$ cat config.mk
export PLATFORM = sky130hd
export DESIGN_NAME = dw_lod_scan
export DESIGN_NICKNAME = d
export VERILOG_FILES = /design/src/rtl/dw_lod_scan.sv
export SDC_FILE = /design/constraint.sdc
export NUM_CORES = 1
export LEC_CHECK = 0
export BUFFER_PORTS_ARGS = -buffer_cell sky130_fd_sc_hd__buf_2
export CORE_ASPECT_RATIO = 0.6
export CORE_UTILIZATION = 50
export CTS_CLUSTER_DIAMETER = 100
export CTS_CLUSTER_SIZE = 25
export DETAILED_ROUTE_END_ITERATION = 10
export GPL_ROUTABILITY_DRIVEN = 0
export GPL_TIMING_DRIVEN = 0
export HOLD_SLACK_MARGIN = 0.02
export PLACE_DENSITY = 0.74
export SLEW_MARGIN = 10
export SYNTH_ARGS = -nofsm -noshare
export SYNTH_HDL_FRONTEND = slang
export SYNTH_SLANG_ARGS = --single-unit
$ cat constraint.sdc
create_clock -name clk -period 2.8 [get_ports clk]
set_input_delay 0.56 -clock clk [delete_from_list [all_inputs] [get_ports clk]]
set_output_delay 0.56 -clock clk [all_outputs]
set_load 0.01 [all_outputs]
$ cat src/rtl/dw_lod_scan.sv
// Sequential leading-one / leading-zero scanner: accepts a vector and walks
// every target bit MSB first, one beat per bit, with one-hot, count and ordinal.
module dw_lod_scan #(
   parameter int a_width    = 8,
   parameter int addr_width = 4
) (
   input  logic                  clk,
   input  logic                  rst_n,
   input  logic                  in_valid,
   output logic                  in_ready,
   input  logic [a_width-1:0]    in_data,
   input  logic                  in_mode,
   output logic                  out_valid,
   input  logic                  out_ready,
   output logic [a_width-1:0]    out_dec,
   output logic [addr_width-1:0] out_enc,
   output logic [addr_width-1:0] out_idx,
   output logic                  out_last,
   output logic                  out_empty
);

   localparam logic [0:0] IDLE = 1'b0;
   localparam logic [0:0] SCAN = 1'b1;

   function automatic logic [a_width-1:0] msb_onehot(input logic [a_width-1:0] v);
      logic [a_width-1:0] r;
      logic               found;
      r     = '0;
      found = 1'b0;
      for (int i = a_width - 1; i >= 0; i--) begin
         if (!found && v[i]) begin
            r[i]  = 1'b1;
            found = 1'b1;
         end
      end
      return r;
   endfunction

   function automatic logic [addr_width-1:0] lead_zeros(input logic [a_width-1:0] v);
      logic [addr_width-1:0] r;
      logic                  found;
      r     = addr_width'(a_width);
      found = 1'b0;
      for (int i = a_width - 1; i >= 0; i--) begin
         if (!found && v[i]) begin
            r     = addr_width'(a_width - 1 - i);
            found = 1'b1;
         end
      end
      return r;
   endfunction

   function automatic logic single_bit(input logic [a_width-1:0] v);
      return (v != '0) && ((v & (v - a_width'(1))) == '0);
   endfunction

   logic [0:0]            state_r, state_nxt_s;
   logic [a_width-1:0]    work_r, work_nxt_s, loaded_s;
   logic [addr_width-1:0] idx_r, idx_nxt_s;
   logic                  empty_r, empty_nxt_s;
   logic [a_width-1:0]    out_dec_r;
   logic [addr_width-1:0] out_enc_r;
   logic                  out_last_r, out_empty_r;
   logic                  accept_s, beat_s;

   assign out_valid = (state_r == SCAN);
   assign out_dec   = out_dec_r;
   assign out_enc   = out_enc_r;
   assign out_idx   = idx_r;
   assign out_last  = out_last_r;
   assign out_empty = out_empty_r;

   // A new vector may follow the last beat on the same edge, hence the out_ready path.
   assign in_ready = rst_n & ((state_r == IDLE) | (out_valid & out_ready & out_last_r));
   assign accept_s = in_valid & in_ready;
   assign beat_s   = out_valid & out_ready;
   assign loaded_s = in_mode ? ~in_data : in_data;

   // Next-state selection for the scan registers
   always_comb begin
      state_nxt_s = state_r;
      work_nxt_s  = work_r;
      idx_nxt_s   = idx_r;
      empty_nxt_s = empty_r;
      if (accept_s) begin
         state_nxt_s = SCAN;
         work_nxt_s  = loaded_s;
         idx_nxt_s   = '0;
         empty_nxt_s = (loaded_s == '0);
      end else if (beat_s) begin
         if (out_last_r) begin
            state_nxt_s = IDLE;
            work_nxt_s  = '0;
            idx_nxt_s   = '0;
            empty_nxt_s = 1'b0;
         end else begin
            work_nxt_s = work_r & ~out_dec_r;
            idx_nxt_s  = idx_r + addr_width'(1);
         end
      end else begin
         state_nxt_s = state_r;
      end
   end

   // State and registered beat outputs, precomputed from the next work vector
   always_ff @(posedge clk) begin
      if (!rst_n) begin
         state_r     <= IDLE;
         work_r      <= '0;
         idx_r       <= '0;
         empty_r     <= 1'b0;
         out_dec_r   <= '0;
         out_enc_r   <= addr_width'(a_width);
         out_last_r  <= 1'b0;
         out_empty_r <= 1'b0;
      end else begin
         state_r     <= state_nxt_s;
         work_r      <= work_nxt_s;
         idx_r       <= idx_nxt_s;
         empty_r     <= empty_nxt_s;
         out_dec_r   <= msb_onehot(work_nxt_s);
         out_enc_r   <= lead_zeros(work_nxt_s);
         out_last_r  <= (state_nxt_s == SCAN) & (single_bit(work_nxt_s) | empty_nxt_s);
         out_empty_r <= (state_nxt_s == SCAN) & empty_nxt_s;
      end
   end

endmodule

==> results by group, run 1 <==
Status
  – Status: complete, no violations

Worst setup path
  – R2R setup slack: 0.63 ns
  – R2r endpoint: out_enc[0]$_SDFF_PN0_
  – Reg-to-Reg Start: out_valid$_SDFF_PN0_
  – Required time of the critical path: 2.24 ns
  – Critical Path Fanout Max: 10
  – Critical path type: in -> out
  – CP startpoint kind: primary input
  – Worst Reg-to-Reg Cells: 7
  – Critical Path Sink Type: output port
  – Worst endpoint data arrival time: 1.64 ns

Route
  – Remaining DRCs: 0
  – DR vias/cell: 5.44
  – Vias: 1435
  – Initial DRC count: 134
  – Antenna viol nets, final: 0
  – DRT Wirelength: 3.78 mm
  – DR pass1 iterations: 4
  – WL per Instance: 14.3 um

STA
  – Final hold vios: 0
  – Worst Max-Slew Pin Slew: 0.503 ns
  – Final period demand of the worst path: 2.20 ns
  – RSZ-0062 raised after global routing: false
  – Setup TNS: 0 ns
  – Relative slew margins: 0.656
  – Fmax: 0.455 GHz
  – Final worst path period share: 0.785
  – Slack of the critical path: 0.601 ns
  – Fin. max-slew vios: 0
  – Clock Skew: 0.00296 ns
  – Final setup violation count: 0

GRT
  – Total track usage: 0.250
  – Largest net degree at the start of global routing: 15
  – Gr ovfl total: 0
  – First-pass GRT wire length: 6.19 mm
  – Initial antenna violation count: 0
  – Vias in the first global route: 1340

Flow run
  – Maxcap violations: 0

Die
  – Die ar.: 3300 um^2
  – Die H: 44.9 um
  – Die Width: 73.5 um
  – Std-Cell Rows: 15
  – Core ar.: 2890 um^2
  – I/O pins: 33
  – Initial core utilization: 0.531

Clock tree
  – Root Driver: clkbuf_8
  – Worst-Skew Late Latency: 0.27 ns
  – CTS max path bufs: 2
  – H-tree levels: 1
  – CTS tree: done
  – CTS buffer count: 3
  – Hold_buf cts: 0
  – Clock Pin Slew Worst Setup and Hold Paths: 0.08 ns
  – CTS Sinks: 27
  – Post-CTS Setup Bufs: 0
  – Resized cells post-CTS: 0

Logic synthesis
  – Compound-Gate Fraction of Synth Area: 0.216
  – Yosys top cell area share: 0.352
  – Yosys warnings: 0
  – Leading area contributor after synthesis: dfxtp_1
  – Yosys reg bits: 27
  – Post-synth ARST share: 0
  – Mapped Area: 1530 um^2
  – Post-synthesis cell type count: 47
  – Combinational family with the most area after synthesis: simple AND/OR/NAND/NOR gates
  – Commonest cells post-synth: 27 x dfxtp_1, 21 x nor2_1, 14 x nand2_1
  – Sequential-to-total area share from yosys stat: 0.352
  – Top post-synthesis cells by area: dfxtp_1 35%, xor2_1 5.7%, nor2_1 5.1%, nor3_1 3.6%, nand2_1 3.4%
  – Post-Synth XOR/XNOR Area: 0.0628
  – Simple-gate share of the synthesized area: 0.303
  – Synth Instances: 186
  – Adder-Cell Fraction of Synth Area: 0.0147
  – Post-synthesis mux area share: 0
  – Post-synth EDFFs: 0
  – Main flop type after synthesis: dfxtp_1
  – Cell with the most instances after synthesis: dfxtp_1
  – Net Count, Synth: 200
  – Avg Synthesized Cell Area: 8.25 um^2

Layout
  – Layout cells sized above 1: 0.270
  – Final Net Count: 237
  – N_diodes: 0
  – Final std cells w/o fill: 264
  – Design area: 1790 um^2
  – Area grow syn2layout: 16.8%

Placement
  – PortBufs: 32
  – HPWL Detailed: 2.99 mm
  – Cell count after placement: 260
  – Worst slack, placed: 0.471 ns
  – DP Area: 1750 um^2

Power
  – Static leakage: 0.737 nW
  – VDD IR max: 355 uV
  – Final Power: 0.000907 W
  – Pwr/cell area: 506 nW/um^2

Worst hold path
  – Min-delay worst type: reg -> reg
  – Hold depth: 2
  – Worst Hold Endpoint: empty_r$_SDFF_PN0_
  – Min-delay src: empty_r$_SDFF_PN0_
-- flip-flops by register name, indices dropped and copies added (netlist names) --
| signal | flops |
|---|---|
| out_last | 1 |
| out_dec | 7 |
| empty_r | 1 |
| out_valid | 1 |
| out_idx | 4 |
| out_enc | 4 |
| out_empty | 1 |
| work_r | 8 |
-- final cells by class --
cell class                      instances  area (um^2)
Sequential cell                        27          541
Buffer                                 11         71.3
Tap cell                               42         52.6
Inverter                                2         7.51
Clock buffer                            4         45.0
Multi-Input combinational cell        146          915
Fill cell                             267         1100
Timing Repair Buffer                   32          160
-- placed cells by master, fill, tap and decap left out, types with 3 or more instances in the layout --
| cell type | netlist | routed |
|---|---|---|
| a21oi_1 | 8 | 8 |
| a21oi_2 | 3 | 3 |
| and2_1 | 7 | 7 |
| and3_1 | 3 | 3 |
| buf_2 | 3 | 35 |
| buf_4 | 3 | 3 |
| clkbuf_1 | 3 | 4 |
| clkbuf_8 | 0 | 3 |
| dfxtp_1 | 27 | 27 |
| nand2_1 | 14 | 14 |
| nand3_1 | 8 | 8 |
| nor2_1 | 21 | 21 |
| nor2b_1 | 4 | 4 |
| nor3_1 | 11 | 11 |
| nor3b_1 | 5 | 5 |
| o21ai_0 | 9 | 9 |
| o21ai_1 | 6 | 6 |
| or3_1 | 3 | 3 |
| xor2_1 | 10 | 10 |
-- per-layer routing --
| layer | wire (um) | track usage | part of all wire | vias up |
|---|---|---|---|---|
| met2 | 1750 | 0.429 | 0.46 | 42 |
| met1 | 1820 | 0.332 | 0.48 | 659 |
| li1 | - | - | - | 732 |
| met5 | 0 | 0 | 0 | - |
| met4 | 15 | 0.0269 | 0.0040 | 0 |
| met3 | 202 | 0.0625 | 0.053 | 2 |
-- kinds of logic after synthesis --
| family | count (synthesis) |
|---|---|
| flops | 27 |
| simple gates | 86 |
| compound gates | 47 |
| xor+xnor | 11 |
| fa+ha+maj | 2 |
| buf+inv | 13 |
-- per-stage QoR --
| stage | hold slack, ns | util |
|---|---|---|
| after detailed placement | 0.467 | 0.604 |
| after global placement | 0.462 | 0.604 |
| after floorplan | 0.446 | - |
| final | 0.477 | 0.620 |
| after global routing | 0.508 | 0.620 |
| after CTS | 0.480 | 0.620 |
-- where the power goes --
part / total, W / switching, W / internal (W)
registers: 0.000424 / 0.0000120 / 0.000412
clock network: 0.000217 / 0.000115 / 0.000102
logic: 0.000266 / 0.000160 / 0.000106
-- how the worst max path moves through the flow --
stage,cells after the start,startpoint,end
6_report,5,rst_n,in_ready
5_1_grt,7,out_valid$_SDFF_PN0_,out_enc[0]$_SDFF_PN0_
4_1_cts,5,rst_n,in_ready
3_5_place_dp,8,out_ready,out_enc[0]$_SDFF_PN0_
3_3_place_gp,9,in_valid,out_last$_SDFF_PN0_
2_1_floorplan,7,in_mode,out_last$_SDFF_PN0_
-- worst max-delay path: stages --
cell and delay (ns):
buf_2 0.09, clkbuf_1 0.33, clkbuf_1 0.35, nor2b_1 0.18
buf_2 0.13
Note: power is estimated with default switching activity, not from simulation.
==> run 2: changes to the inputs <==
--- a/config.mk
+++ b/config.mk
@@ -5,16 +5,17 @@
 export SDC_FILE = /design/constraint.sdc
 export NUM_CORES = 1
 export LEC_CHECK = 0
+export ABC_AREA = 1
 export BUFFER_PORTS_ARGS = -buffer_cell sky130_fd_sc_hd__buf_2
 export CORE_ASPECT_RATIO = 0.6
-export CORE_UTILIZATION = 50
+export CORE_UTILIZATION = 48
 export CTS_CLUSTER_DIAMETER = 100
 export CTS_CLUSTER_SIZE = 25
 export DETAILED_ROUTE_END_ITERATION = 10
 export GPL_ROUTABILITY_DRIVEN = 0
 export GPL_TIMING_DRIVEN = 0
 export HOLD_SLACK_MARGIN = 0.02
-export PLACE_DENSITY = 0.74
+export PLACE_DENSITY = 0.75
 export SLEW_MARGIN = 10
 export SYNTH_ARGS = -nofsm -noshare
 export SYNTH_HDL_FRONTEND = slang
==> constraint.sdc (replaced) <==
create_clock -name clk -period 1.78 [get_ports clk]
set_input_delay 0.356 -clock clk [delete_from_list [all_inputs] [get_ports clk]]
set_output_delay 0.356 -clock clk [all_outputs]
set_load 0.01 [all_outputs]
==> results by group, run 2 <==
STA
  – Clock Skew: 0.0123 ns (+0.00930 ns)
  – Final setup violation count: 0 (unchanged)
  – Setup TNS: 0 ns (unchanged)
  – Final hold vios: 0 (unchanged)
  – Final worst path period share: 0.944
  – Final period demand of the worst path: 1.68 ns
  – RSZ-0062 raised after global routing: true
  – Worst Max-Slew Pin Slew: 0.479 ns (-0.0239 ns)
  – Hold slack: 0.396 ns (-0.0805 ns)
  – Fmax: 0.595 GHz
  – Fin. max-slew vios: 0 (unchanged)
  – Relative slew margins: 0.681 (+0.0246)

Logic synthesis
  – Post-synthesis cell type count: 33 (-30%)
  – Sequential-to-total area share from yosys stat: 0.361 (+0.00824)
  – Cell with the most instances after synthesis: nand2_1
  – Net Count, Synth: 222 (+11%)
  – Yosys reg bits: 27 (unchanged)
  – Post-synth ARST share: 0 (unchanged)
  – Yosys top cell area share: 0.361 (+0.00824)
  – Yosys warnings: 0 (unchanged)
  – Mapped Area: 1500 um^2 (-2.3%)
  – Synth Instances: 208 (+12%)
  – Commonest cells post-synth: 52 x nand2_1, 27 x dfxtp_1, 23 x nor2_1
  – Avg Synthesized Cell Area: 7.21 um^2 (-13%)
  – Leading area contributor after synthesis: dfxtp_1
  – Main flop type after synthesis: dfxtp_1
  – Post-synth EDFFs: 0 (unchanged)
  – Top post-synthesis cells by area: dfxtp_1 36%, nand2_1 13%, nor2_1 5.8%, nand2_4 5.3%, nand3_1 4.7%

Layout
  – Most common cell after layout, fill and taps aside: nand2_1
  – Layout Utilization: 0.621 (about the same)
  – Layout cells sized above 1: 0.317 (+0.0466)
  – Storage element area: 548 um^2 (+1.4%)
  – Area of the multi-input gates: 871 um^2 (-4.8%)
  – Top reg by flops: work_r
  – Final Net Count: 258 (+8.9%)
  – Final std cells w/o fill: 285 (+8.0%)
  – Fill cells: 278 (+4.1%)
  – N_diodes: 0 (unchanged)
  – Area grow syn2layout: 21.2%
  – Max FFs per register: 8 (unchanged)
  – Most frequent cells in the layout: 49 x nand2_1, 31 x buf_2, 25 x dfxtp_1, 23 x nor2_1, 17 x inv_1

Clock tree
  – Root Driver: clkbuf_8
  – CTS max path bufs: 2 (unchanged)
  – Clock Pin Slew Worst Setup and Hold Paths: 0.10 ns (+0.02 ns)
  – CTS tree: done
  – Worst-Skew Late Latency: 0.28 ns (about the same)
  – Hold_buf cts: 0 (unchanged)
  – H-tree levels: 1 (unchanged)
  – CTS Sinks: 27 (unchanged)
  – CTS buffer count: 3 (unchanged)

Route
  – DR pass1 iterations: 4 (unchanged)
  – DR vias/cell: 4.90 (-9.8%)
  – Antenna viol nets, final: 0 (unchanged)
  – WL per Instance: 11.2 um (-22%)
  – Initial DRC count: 90 (-33%)
  – Max Used Layer: met4
  – Vias: 1397 (-2.6%)
  – Detail Route met2 WL: 1.41 mm (-20%)
  – Met3 Wirelength: 147 um (-27%)
  – DRT Wirelength: 3.20 mm (-15%)
  – Wl on met1: 1.62 mm (-11%)
  – Remaining DRCs: 0 (unchanged)

GRT
  – Total track usage: 0.212 (-0.0377)
  – First-pass GRT wire length: 5.20 mm (-16%)
  – Largest net degree at the start of global routing: 17 (+2)
  – Gr ovfl total: 0 (unchanged)
  – Vias in the first global route: 1140 (-15%)
  – Initial antenna violation count: 0 (unchanged)

Die
  – Die H: 45.3 um (+0.85%)
  – Die Width: 74.1 um (+0.87%)
  – Core ar.: 2930 um^2 (+1.3%)
  – I/O pins: 33 (unchanged)
  – Initial core utilization: 0.512 (-0.0188)
  – Std-Cell Rows: 15 (unchanged)
  – Die ar.: 3360 um^2 (+1.7%)

Worst setup path
  – Reg-to-Reg Start: out_last$_SDFF_PN0_
  – Worst endpoint data arrival time: 1.88 ns (+0.24 ns)
  – Required time of the critical path: 1.98 ns (-0.26 ns)
  – CP startpoint kind: flip-flop
  – R2R setup slack: 0.1 ns (-0.53 ns)
  – R2r endpoint: out_enc[0]$_SDFF_PN0_
  – Worst Reg-to-Reg Cells: 12 (+5)
  – Critical Path Fanout Max: 8 (-2)
  – Critical Path Sink Type: flip-flop
  – Critical path type: reg -> reg

Placement
  – HPWL Detailed: 2.51 mm (-16%)
  – Cell count after placement: 279 (+7.3%)
  – PortBufs: 29 (-9.4%)

Power
  – Final Power: 0.00140 W (+54%)
  – Pwr/cell area: 770 nW/um^2 (+52%)
  – Static leakage: 0.917 nW (+24%)
  – VDD IR max: 405 uV (+14%)

Worst hold path
  – Min-delay src: rst_n
  – Worst Hold Endpoint: out_enc[3]$_SDFF_PN1_
  – Hold depth: 2 (unchanged)
  – Min-delay worst type: in -> reg

Flow run
  – Maxcap violations: 0 (unchanged)

Status
  – Status: complete, no violations
-- run 2: changes by cell type in the layout (fill, tap and decap cells not counted), sizes merged, moves of 7 or more --
cell	before	now
nand3	8	17
nor2	21	28
o21ai	17	8
inv	2	23
xor2	10	2
nand2	14	68
-- run 2: final cells by class --
class                   instances  area share
multi-input cells             151       0.479
flip-flops and latches         27       0.302
repair buffers                 31      0.0882
inverters                      23      0.0489
well taps                      42      0.0289
plain buffers                   7      0.0262
clock buffers                   3      0.0227
clock inverters                 1     0.00413
-- run 2: per-layer routing --
layer,up-vias,track usage
met3,5,0.0558
met1,638,0.307
met5,-,0
met2,34,0.309
met4,0,0.0615
li1,720,-
-- run 2: kinds of logic after synthesis --
kind of cell,Yosys count,synth area share
fa+ha+maj,1,0.00835
simple gates,128,0.447
xor+xnor,7,0.0409
buf+inv,30,0.0868
compound gates,15,0.0568
flops,27,0.361
-- run 2: worst max-delay path by stage --
stage / cells past startpoint / from / endpoint / slack (ns)
floorplan: 13 / out_last$_SDFF_PN0_ / out_last$_SDFF_PN0_ / 0.19
global placement: 14 / out_ready / out_last$_SDFF_PN0_ / -0.12
detailed placement: 14 / out_ready / out_last$_SDFF_PN0_ / -0.15
CTS: 13 / out_last$_SDFF_PN0_ / out_last$_SDFF_PN0_ / 0.01
global route: 13 / out_valid$_SDFF_PN0_ / out_last$_SDFF_PN0_ / -0.04
finish: 12 / out_last$_SDFF_PN0_ / out_enc[0]$_SDFF_PN0_ / 0.1
-- run 2: through the flow --
step | setup WS, ns | cell area [um^2]
finish | 0.0993 | 1820
global route | -0.0400 | 1820
CTS | 0.0144 | 1750
detailed placement | -0.149 | 1700
global placement | -0.120 | 1700
floorplan | 0.191 | 1500
-- run 2: repair_timing --
| item | CTS | global route |
|---|---|---|
| buffers inserted | 0 | 2 |
| setup endpoints to repair | 4 | 4 |
| resized for setup | 3 | 12 |
| pin swaps | 0 | 3 |
-- run 2: critical path, stage by stage, from the launching register on --
cell	delay (ns)
dfxtp_4	0.42
nand3_4	0.10
nand2_4	0.09
nand3_4	0.13
inv_2	0.12
nand2_2	0.07
nand2_4	0.10
nand2_4	0.07
nor2_4	0.12
inv_2	0.08
nor2_4	0.09
nand3_2	0.09
o21ai_2	0.12
-- run 2: power breakdown --
group / internal (W) / switching [W]
logic: 0.000145 / 0.000250
clock network: 0.000159 / 0.000188
registers: 0.000638 / 0.0000190
total: 0.000942 / 0.000458
